[src/rtl/airi5c_spi_fifo.sv]
// First-word-fall-through FIFO between the SPI register interface and the shift engine.
// Provides level, watermark and sticky overflow/underflow flags for status and interrupts.
module airi5c_spi_fifo #(
    parameter int DATA_WIDTH = 8,
    parameter int ADDR_WIDTH = 3
) (
    input  logic                  clk,
    input  logic                  n_reset,
    input  logic                  flush,
    input  logic                  we,
    input  logic [DATA_WIDTH-1:0] wdata,
    input  logic                  re,
    output logic [DATA_WIDTH-1:0] rdata,
    output logic                  full,
    output logic                  empty,
    output logic [ADDR_WIDTH:0]   level,
    input  logic [ADDR_WIDTH:0]   threshold,
    output logic                  thr_reached,
    output logic                  overflow,
    output logic                  underflow,
    input  logic                  clr_err
);

    localparam logic [ADDR_WIDTH:0]   LVL_FULL = {1'b1, {ADDR_WIDTH{1'b0}}};
    localparam logic [ADDR_WIDTH:0]   LVL_ZERO = {(ADDR_WIDTH+1){1'b0}};
    localparam logic [ADDR_WIDTH:0]   LVL_ONE  = {{ADDR_WIDTH{1'b0}}, 1'b1};
    localparam logic [ADDR_WIDTH-1:0] PTR_ZERO = {ADDR_WIDTH{1'b0}};
    localparam logic [ADDR_WIDTH-1:0] PTR_ONE  = {{(ADDR_WIDTH-1){1'b0}}, 1'b1};

    logic [DATA_WIDTH-1:0] r_mem [2**ADDR_WIDTH];
    logic [ADDR_WIDTH-1:0] r_wptr;
    logic [ADDR_WIDTH-1:0] r_rptr;
    logic [ADDR_WIDTH:0]   r_level;
    logic                  r_ovf;
    logic                  r_udf;
    logic                  r_loaded;

    logic                  w_wr_acc;
    logic                  w_rd_acc;
    logic                  w_ovf_evt;
    logic                  w_udf_evt;
    logic [ADDR_WIDTH:0]   w_level_nxt;

    // Strobe acceptance, error events and next level; flush masks every strobe.
    always_comb begin
        w_wr_acc    = 1'b0;
        w_rd_acc    = 1'b0;
        w_ovf_evt   = 1'b0;
        w_udf_evt   = 1'b0;
        w_level_nxt = r_level;
        if (flush) begin
            w_level_nxt = LVL_ZERO;
        end else begin
            w_wr_acc  = we && (!full || re);
            w_rd_acc  = re && !empty;
            w_ovf_evt = we && full && !re;
            w_udf_evt = re && empty;
            case ({w_wr_acc, w_rd_acc})
                2'b10:   w_level_nxt = r_level + LVL_ONE;
                2'b01:   w_level_nxt = r_level - LVL_ONE;
                default: w_level_nxt = r_level;
            endcase
        end
    end

    // Storage array, intentionally without reset.
    always_ff @(posedge clk) begin
        if (w_wr_acc) begin
            r_mem[r_wptr] <= wdata;
        end
    end

    // Pointers and level; pointers wrap naturally at DEPTH.
    always_ff @(posedge clk or negedge n_reset) begin
        if (!n_reset) begin
            r_wptr  <= PTR_ZERO;
            r_rptr  <= PTR_ZERO;
            r_level <= LVL_ZERO;
        end else if (flush) begin
            r_wptr  <= PTR_ZERO;
            r_rptr  <= PTR_ZERO;
            r_level <= LVL_ZERO;
        end else begin
            if (w_wr_acc) begin
                r_wptr <= r_wptr + PTR_ONE;
            end
            if (w_rd_acc) begin
                r_rptr <= r_rptr + PTR_ONE;
            end
            r_level <= w_level_nxt;
        end
    end

    // Sticky error flags: a new event wins over a simultaneous clear.
    always_ff @(posedge clk or negedge n_reset) begin
        if (!n_reset) begin
            r_ovf <= 1'b0;
            r_udf <= 1'b0;
        end else begin
            r_ovf <= w_ovf_evt || (r_ovf && !clr_err);
            r_udf <= w_udf_evt || (r_udf && !clr_err);
        end
    end

    // Forces rdata to zero until the first entry lands in the uninitialised array.
    always_ff @(posedge clk or negedge n_reset) begin
        if (!n_reset) begin
            r_loaded <= 1'b0;
        end else if (w_wr_acc) begin
            r_loaded <= 1'b1;
        end else begin
            r_loaded <= r_loaded;
        end
    end

    assign rdata       = r_loaded ? r_mem[r_rptr] : {DATA_WIDTH{1'b0}};
    assign level       = r_level;
    assign full        = (r_level == LVL_FULL);
    assign empty       = (r_level == LVL_ZERO);
    assign thr_reached = (r_level >= threshold);
    assign overflow    = r_ovf;
    assign underflow   = r_udf;

endmodule

[config.mk]
export PLATFORM = sky130hd
export DESIGN_NAME = airi5c_spi_fifo
export DESIGN_NICKNAME = d
export VERILOG_FILES = /design/src/rtl/airi5c_spi_fifo.sv
export SDC_FILE = /design/constraint.sdc
export NUM_CORES = 1
export LEC_CHECK = 0
export CORE_MARGIN = 2
export CORE_UTILIZATION = 50
export DETAILED_ROUTE_END_ITERATION = 16
export DONT_BUFFER_PORTS = 1
export PLACE_DENSITY = 0.73
export SYNTH_ARGS = -nofsm -noshare
export SYNTH_HDL_FRONTEND = slang
export SYNTH_SLANG_ARGS = --single-unit
[constraint.sdc]
create_clock -name clk -period 3.2 [get_ports clk]
set_input_delay 0.64 -clock clk [delete_from_list [all_inputs] [get_ports clk]]
set_output_delay 0.64 -clock clk [all_outputs]
set_load 0.01 [all_outputs]
==> results of run 1 <==
==> report_power, final <==
| part | internal [W] | switching (W) |
|---|---|---|
| combinational | 0.000295 | 0.000281 |
| sequential | 0.00114 | 0.0000985 |
| clock | 0.000446 | 0.000345 |
| total | 0.00188 | 0.000724 |
==> worst reg2reg max path, cell delays in order (launching register included) <==
cell     delay, ns
dfrtp_1       0.56
o41ai_4       0.58
nor2_1        0.13
ha_1          0.35
o21a_1        0.13
nor2_1        0.04
o311a_1       0.29
mux2_2        0.27
==> kinds of logic (layout without fill, tap and decap cells) <==
family	count (synthesis)	count (layout)	synth area share, %
DFF	77	77	66.5
and+or+nand+nor	43	43	7.00
muxes	28	28	14.3
buffers and inverters	20	32	2.78
AOI/OAI and AO/OA	19	19	4.67
adders and majority gates	8	8	2.96
xor gates and xnor gates	7	7	1.81
==> routing by layer <==
metal	track usage (%)	up-vias	wire [um]
li1	-	792	-
met1	23.1	865	2590
met2	27.1	51	2870
met3	6.48	2	319
met4	5.11	0	24
met5	0	-	0
==> path summary, 6_finish.rpt <==
check	startpoint	to	slack, ns
worst min-delay path	flush	level[0]	0.36
min in group asynchronous	n_reset	underflow	0.75
worst max-delay path	level[0]	thr_reached	0.53
worst min register to register	overflow	overflow	0.58
max in group asynchronous	n_reset	overflow	2.06
worst max register to register	level[0]	level[3]	0.76
==> metrics by stage <==
| step | instances | setup slack [ns] | total power (W) |
|---|---|---|---|
| global placement | 274 | 0.804 | 0.00183 |
| floorplan | 202 | 0.725 | 0.00176 |
| finish | 291 | 0.529 | 0.00260 |
| global route | 291 | 0.362 | 0.00274 |
| CTS | 291 | 0.502 | 0.00263 |
| detailed placement | 274 | 0.742 | 0.00184 |
==> layout by cell type (no fill, tap or decap), types with 5 or more instances in the layout <==
cell type / n
edfxtp_1: 64
clkbuf_8: 9
buf_4: 7
nor2b_1: 9
mux4_2: 16
nor3_1: 5
dfrtp_1: 13
mux2i_1: 11
ha_1: 8
nor2_1: 17
inv_1: 8
==> flip-flops by register name, summed over array words and instances (netlist names) <==
name	flops
r_rptr	3
level	4
r_wptr	3
underflow	1
overflow	1
r_mem	64
r_loaded	1
==> layout make-up <==
type | instances | area (um2) | share of cell area [%]
multi-input combinational | 105 | 1050 | 28.3
tap | 77 | 96.3 | 2.60
sequential | 77 | 2250 | 60.6
inverter | 8 | 30.0 | 0.810
timing repair buffer | 8 | 62.6 | 1.69
clock buffer | 10 | 128 | 3.44
clock inverter | 6 | 93.8 | 2.53
==> results.md, run 1 <==
* Area contributors post-synth: edfxtp_1 57%, mux4_2 11%, dfrtp_1 9.6%
* Final setup skew at slightly below 0.007 ns
* Tmin final at around 2.7 ns
* Routed Wire Length at between 5000 and 6000 um
* Initial antenna violation count at 0
* Worst setup EP type: primary output
* CTS max path bufs at 2
* Core area at 6460 um2
* Distinct cells, synth at 36
* Global-route wire length before repair at 9400 um
* WL/cell at between 15 and 20 um
* Status: finished clean
* PortBufs at 0
* Crit Path Class: register to primary output
* Power Density at 702 nW/um2
* WHS Path Cells at 1
* Post-synth EDFFs at 64
* RSZ-0062 raised after global routing: false
* Die ar. at ~7400 um2
* Least-Margin Pin Slew at between 1 and 1.5 ns
* Peak fanout along the critical path at 11
* Placer Congestion at 0.771
* Cts bufs inserted at 9
* Worst r2r path cells at 7
* Die Span Y at 86.2 um
* Gr usage total at 17.3%
* Fill cells at between 400 and 500
* Min Hold Slack at about 0.36 ns
* Site row count at 29
* Fin crit share at between 80 and 90%
* Crit path largest cell delay at ~0.64 ns
* Worst path slowest cell: dfrtp_1
* H-tree levels at 3
* CTS Root Buffer Type: clkbuf_8
* Count leader, synth: edfxtp_1
* Most frequent cells after synthesis: 64 x edfxtp_1, 17 x nor2_1, 16 x mux4_2
* Clock Sinks at 77
* Main synth FF type: edfxtp_1
* Final hold vios at 0
* Crit path DAT at about 2.0 ns
* Fin nets at about 240
* Detailed-route via count at roughly 1700
* Io pins at 35
* CP Buf/Inv Count at 1
* Post-CTS sizing at 0
* Syn Area/Cell at about 17 um2
* Die X at ~86 um
* Share of flip-flops with an asynchronous set or reset at about 17%
* Hold Buf Count CTS at 1
* Cell accounting for the most synthesized area: edfxtp_1
* DR iter-0 viols at 132
* Area delta synth->final at 9.74%
* Diodes inserted at 0
* Final Setup Violations at 0
* Top cell family by delay on the critical path: flip-flops
* Largest net degree at the start of global routing at 19
* Post-route cell area at ~3700 um2
* DRC viols at 0
* Layout cells sized above 1 at 21.0%
* Post-CTS setup buffers at 0
* Antenna Nets Post-Route at 0
* Clk_lat worst skew at roughly 0.33 ns
* Area share of the largest cell type after synthesis at about 57%
* Post-Syn Area at 3380 um2
* Setup TNS at 0 ns
* Crit-path cells: inv_1 -> ha_1 -> nand2b_1 -> a21o_1 -> a21o_1 -> a21o_1
* CTS tree: built
* Startpoint Class: register
* Seq/Total Area, Yosys at ~67%
* Worst vdd ir at around 0.38 mV
* DR vias/cell at 5.88
* Initial Util at 52.3%
* CTS clk-pin slew, worst paths at around 0.080 ns
* Mapped Cells at roughly 200
* Worst EP required at ~2.6 ns
* Final core utilization at 57.4%
* Leakage at approximately 1.3 nW
* Drt first pass iters at 4
* Number of global-route vias before repair at 1713
* Synth Register Bits at just under 80
* DP Area at 3480 um2
* MaxCap Viol Count at 0
* CP Depth at 6
* Syn Nets at around 230
* Grt ovf at 0
* Yosys warnings at 0
* Slew Viols, Final at 0
* Max transition margin at roughly 28%
* Worst hold path class: primary input to register
* Most frequent CP cell: a21o_1
* Post-DP HPWL at between 3000 and 4000 um
* Maximum clock rate at 374 MHz
Note: power is estimated with default switching activity, not from simulation.
==> run 2: changes to the inputs <==
--- a/config.mk
+++ b/config.mk
@@ -9,7 +9,7 @@
 export CORE_UTILIZATION = 50
 export DETAILED_ROUTE_END_ITERATION = 16
 export DONT_BUFFER_PORTS = 1
-export PLACE_DENSITY = 0.73
+export PLACE_DENSITY = 0.76
 export SYNTH_ARGS = -nofsm -noshare
 export SYNTH_HDL_FRONTEND = slang
 export SYNTH_SLANG_ARGS = --single-unit
==> constraint.sdc (replaced) <==
create_clock -name clk -period 2.35 [get_ports clk]
set_input_delay 0.47 -clock clk [delete_from_list [all_inputs] [get_ports clk]]
set_output_delay 0.47 -clock clk [all_outputs]
set_load 0.01 [all_outputs]
==> run 2 against run 1 <==
Compared with the run above:
- via count increased by 4.0%
- critical path type unchanged
- combinational power increased by 69%
- register-to-register slack got worse by 0.64 ns
==> results.md, run 2 (synthesized netlist as in run 1, its figures left out) <==
* Die Span Y at 86.2 um (unchanged)
* CTS Root Buffer Type: clkbuf_8 (unchanged)
* Tmin final at approximately 2.2 ns
* Antenna Nets Post-Route at 0 (unchanged)
* Diodes inserted at 0 (unchanged)
* Final setup skew at 0.0204 ns (was 0.00693 ns)
* Commonest non-fill, non-tap cells in the layout: 64 x edfxtp_1, 17 x buf_4, 16 x mux4_2, 16 x nor2_1, 12 x dfrtp_1 (was 64 x edfxtp_1, 17 x nor2_1, 16 x mux4_2)
* Layout Cells excl Fill at 302 (was 291)
* Clock Sinks at 77 (unchanged)
* Io pins at 35 (unchanged)
* MaxCap Viol Count at 0 (unchanged)
* DRC viols at 0 (unchanged)
* Clk_lat worst skew at 0.35 ns (was 0.33 ns)
* H-tree levels at 3 (unchanged)
* Int Power at 0.00255 W (was 0.00188 W)
* Max transition margin at 31.1% (was 27.7%)
* Fin nets at 246 (was 235)
* Worst vdd ir at 0.539 mV (was 0.379 mV)
* Least-Margin Pin Slew at 1.03 ns (was 1.08 ns)
* CTS max path bufs at 2 (unchanged)
* Placed insts at 283 (was 274)
* Max reg flops at 64 (unchanged)
* Worst setup EP type: primary output (unchanged)
* PortBufs at 0 (unchanged)
* Final core utilization at 58.4% (was 57.4%)
* Leakage at 1.33 nW (was 1.30 nW)
* Gr usage total at 18.5% (was 17.3%)
* DR iter-0 viols at 186 (was 132)
* Area delta synth->final at 11.7% (was 9.74%)
* Crit path DAT at 1.77 ns (was 2.03 ns)
* Fill cells at 487 (was 488)
* Largest net degree at the start of global routing at 19 (unchanged)
* Worst EP required at 1.88 ns (was 2.56 ns)
* Status: finished clean (unchanged)
* Cts bufs inserted at 9 (unchanged)
* WHS Path Cells at 1 (unchanged)
* CTS clk-pin slew, worst paths at 0.07 ns (was 0.08 ns)
* Worst r2r path cells at 8 (was 7)
* Routed Wire Length at 6210 um (was 5800 um)
* Clock share of power at 27.6% (was 30.4%)
* Peak fanout along the critical path at 10 (was 11)
* Fin crit share at between 90% and 100%
* DR vias/cell at 5.89 (was 5.88)
* Seq pwr share at 45.2% (was 47.5%)
* Layout cells sized above 1 at 25.8% (was 21.0%)
* Die X at 86.2 um (unchanged)
* Most flop-heavy register: r_mem (unchanged)
* Initial Util at 52.3% (unchanged)
* Number of global-route vias before repair at 1796 (was 1713)
* Detailed-route via count at 1778 (was 1710)
* Power Density at 947 nW/um2 (was 702 nW/um2)
* Initial antenna violation count at 0 (unchanged)
* Min Hold Slack at 0.188 ns (was 0.359 ns)
* Setup TNS at 0 ns (unchanged)
* Grt ovf at 0 (unchanged)
* Slew Viols, Final at 0 (unchanged)
* WL/cell at 20.6 um (was 19.9 um)
* Worst hold path class: primary input to register (unchanged)
* R2r setup slk at 0.12 ns (was 0.76 ns)
* CTS tree: built (unchanged)
* Die ar. at 7430 um2 (unchanged)
* Global-route wire length before repair at 9820 um (was 9400 um)
* Commonest non-fill, non-tap cell in the layout: edfxtp_1 (unchanged)
* Core area at 6460 um2 (unchanged)
* Sw Ratio at 28.8% (was 27.8%)
* Crit Path Class: register to primary output (unchanged)
* Comb pwr share at 27.2% (was 22.2%)
* Final Setup Violations at 0 (unchanged)
* Startpoint Class: register (unchanged)
* Post-DP HPWL at 4140 um (was 3790 um)
* Post-route cell area at 3770 um2 (was 3710 um2)
* Maximum clock rate at 447 MHz
* Drt first pass iters at 5 (was 4)
* Placer Congestion at 0.781 (was 0.771)
* Final hold vios at 0 (unchanged)
* DP Area at 3540 um2 (was 3480 um2)
* RSZ-0062 raised after global routing: true (was false)
* Switching power at 0.00103 W (was 0.000724 W)
* Site row count at 29 (unchanged)
==> run 2: cell type report <==
cell class	count	area [um2]	share of cell area, %
Sequential cell	77	2250	59.6
Inverter	8	30.0	0.796
Tap cell	77	96.3	2.55
Clock buffer	10	128	3.38
Multi-Input combinational cell	105	1050	27.9
Timing Repair Buffer	19	149	3.95
Clock inverter	6	70.1	1.86
==> run 2: path summary, 6_finish.rpt <==
kind,startpoint,end
hold reg to reg,overflow,overflow
max in group asynchronous,n_reset,level[0]
min in group asynchronous,n_reset,r_loaded
setup / recovery,level[1],thr_reached
setup reg to reg,level[0],level[3]
hold / removal,flush,level[2]
==> run 2: power by group through the flow <==
| stage | clock network (W) | logic, W | registers (W) |
|---|---|---|---|
| after floorplan | 0 | 0.000753 | 0.00165 |
| after global placement | 0 | 0.000926 | 0.00164 |
| after detailed placement | 0 | 0.000945 | 0.00165 |
| after CTS | 0.00101 | 0.000955 | 0.00162 |
| after global routing | 0.00106 | 0.00108 | 0.00162 |
| final | 0.000986 | 0.000973 | 0.00162 |
==> run 2: worst max-delay path, stage by stage (launching register included) <==
cell     delay, ns
dfrtp_1       0.43
buf_4         0.20
ha_1          0.30
a21o_1        0.15
a21o_1        0.17
a21o_1        0.19
==> run 2: routing by layer <==
metal | wire length [um] | vias to the layer above | track usage [%] | share of wire [%]
li1 | - | 818 | - | -
met1 | 2450 | 892 | 24.5 | 39
met2 | 3170 | 62 | 28.2 | 51
met3 | 531 | 6 | 6.38 | 8.5
met4 | 59 | 0 | 8.24 | 0.95
met5 | 0 | - | 0 | 0
==> run 2: what timing repair did <==
| item | 4_1_cts | 5_1_grt |
|---|---|---|
| pin swaps | 0 | 1 |
| endpoints found under the setup margin | 1 | 3 |
| setup buffers | 0 | 2 |
| resized for setup | 1 | 2 |
| hold buffers | 1 | 0 |
| hold endpoints to repair | 13 | 0 |
==> run 2: stage by stage <==
stage	worst slack, ns	total power, W
final	0.112	0.00358
after global routing	-0.0129	0.00377
after CTS	0.0188	0.00358
after detailed placement	0.181	0.00259
after global placement	0.221	0.00257
after floorplan	0.0448	0.00240
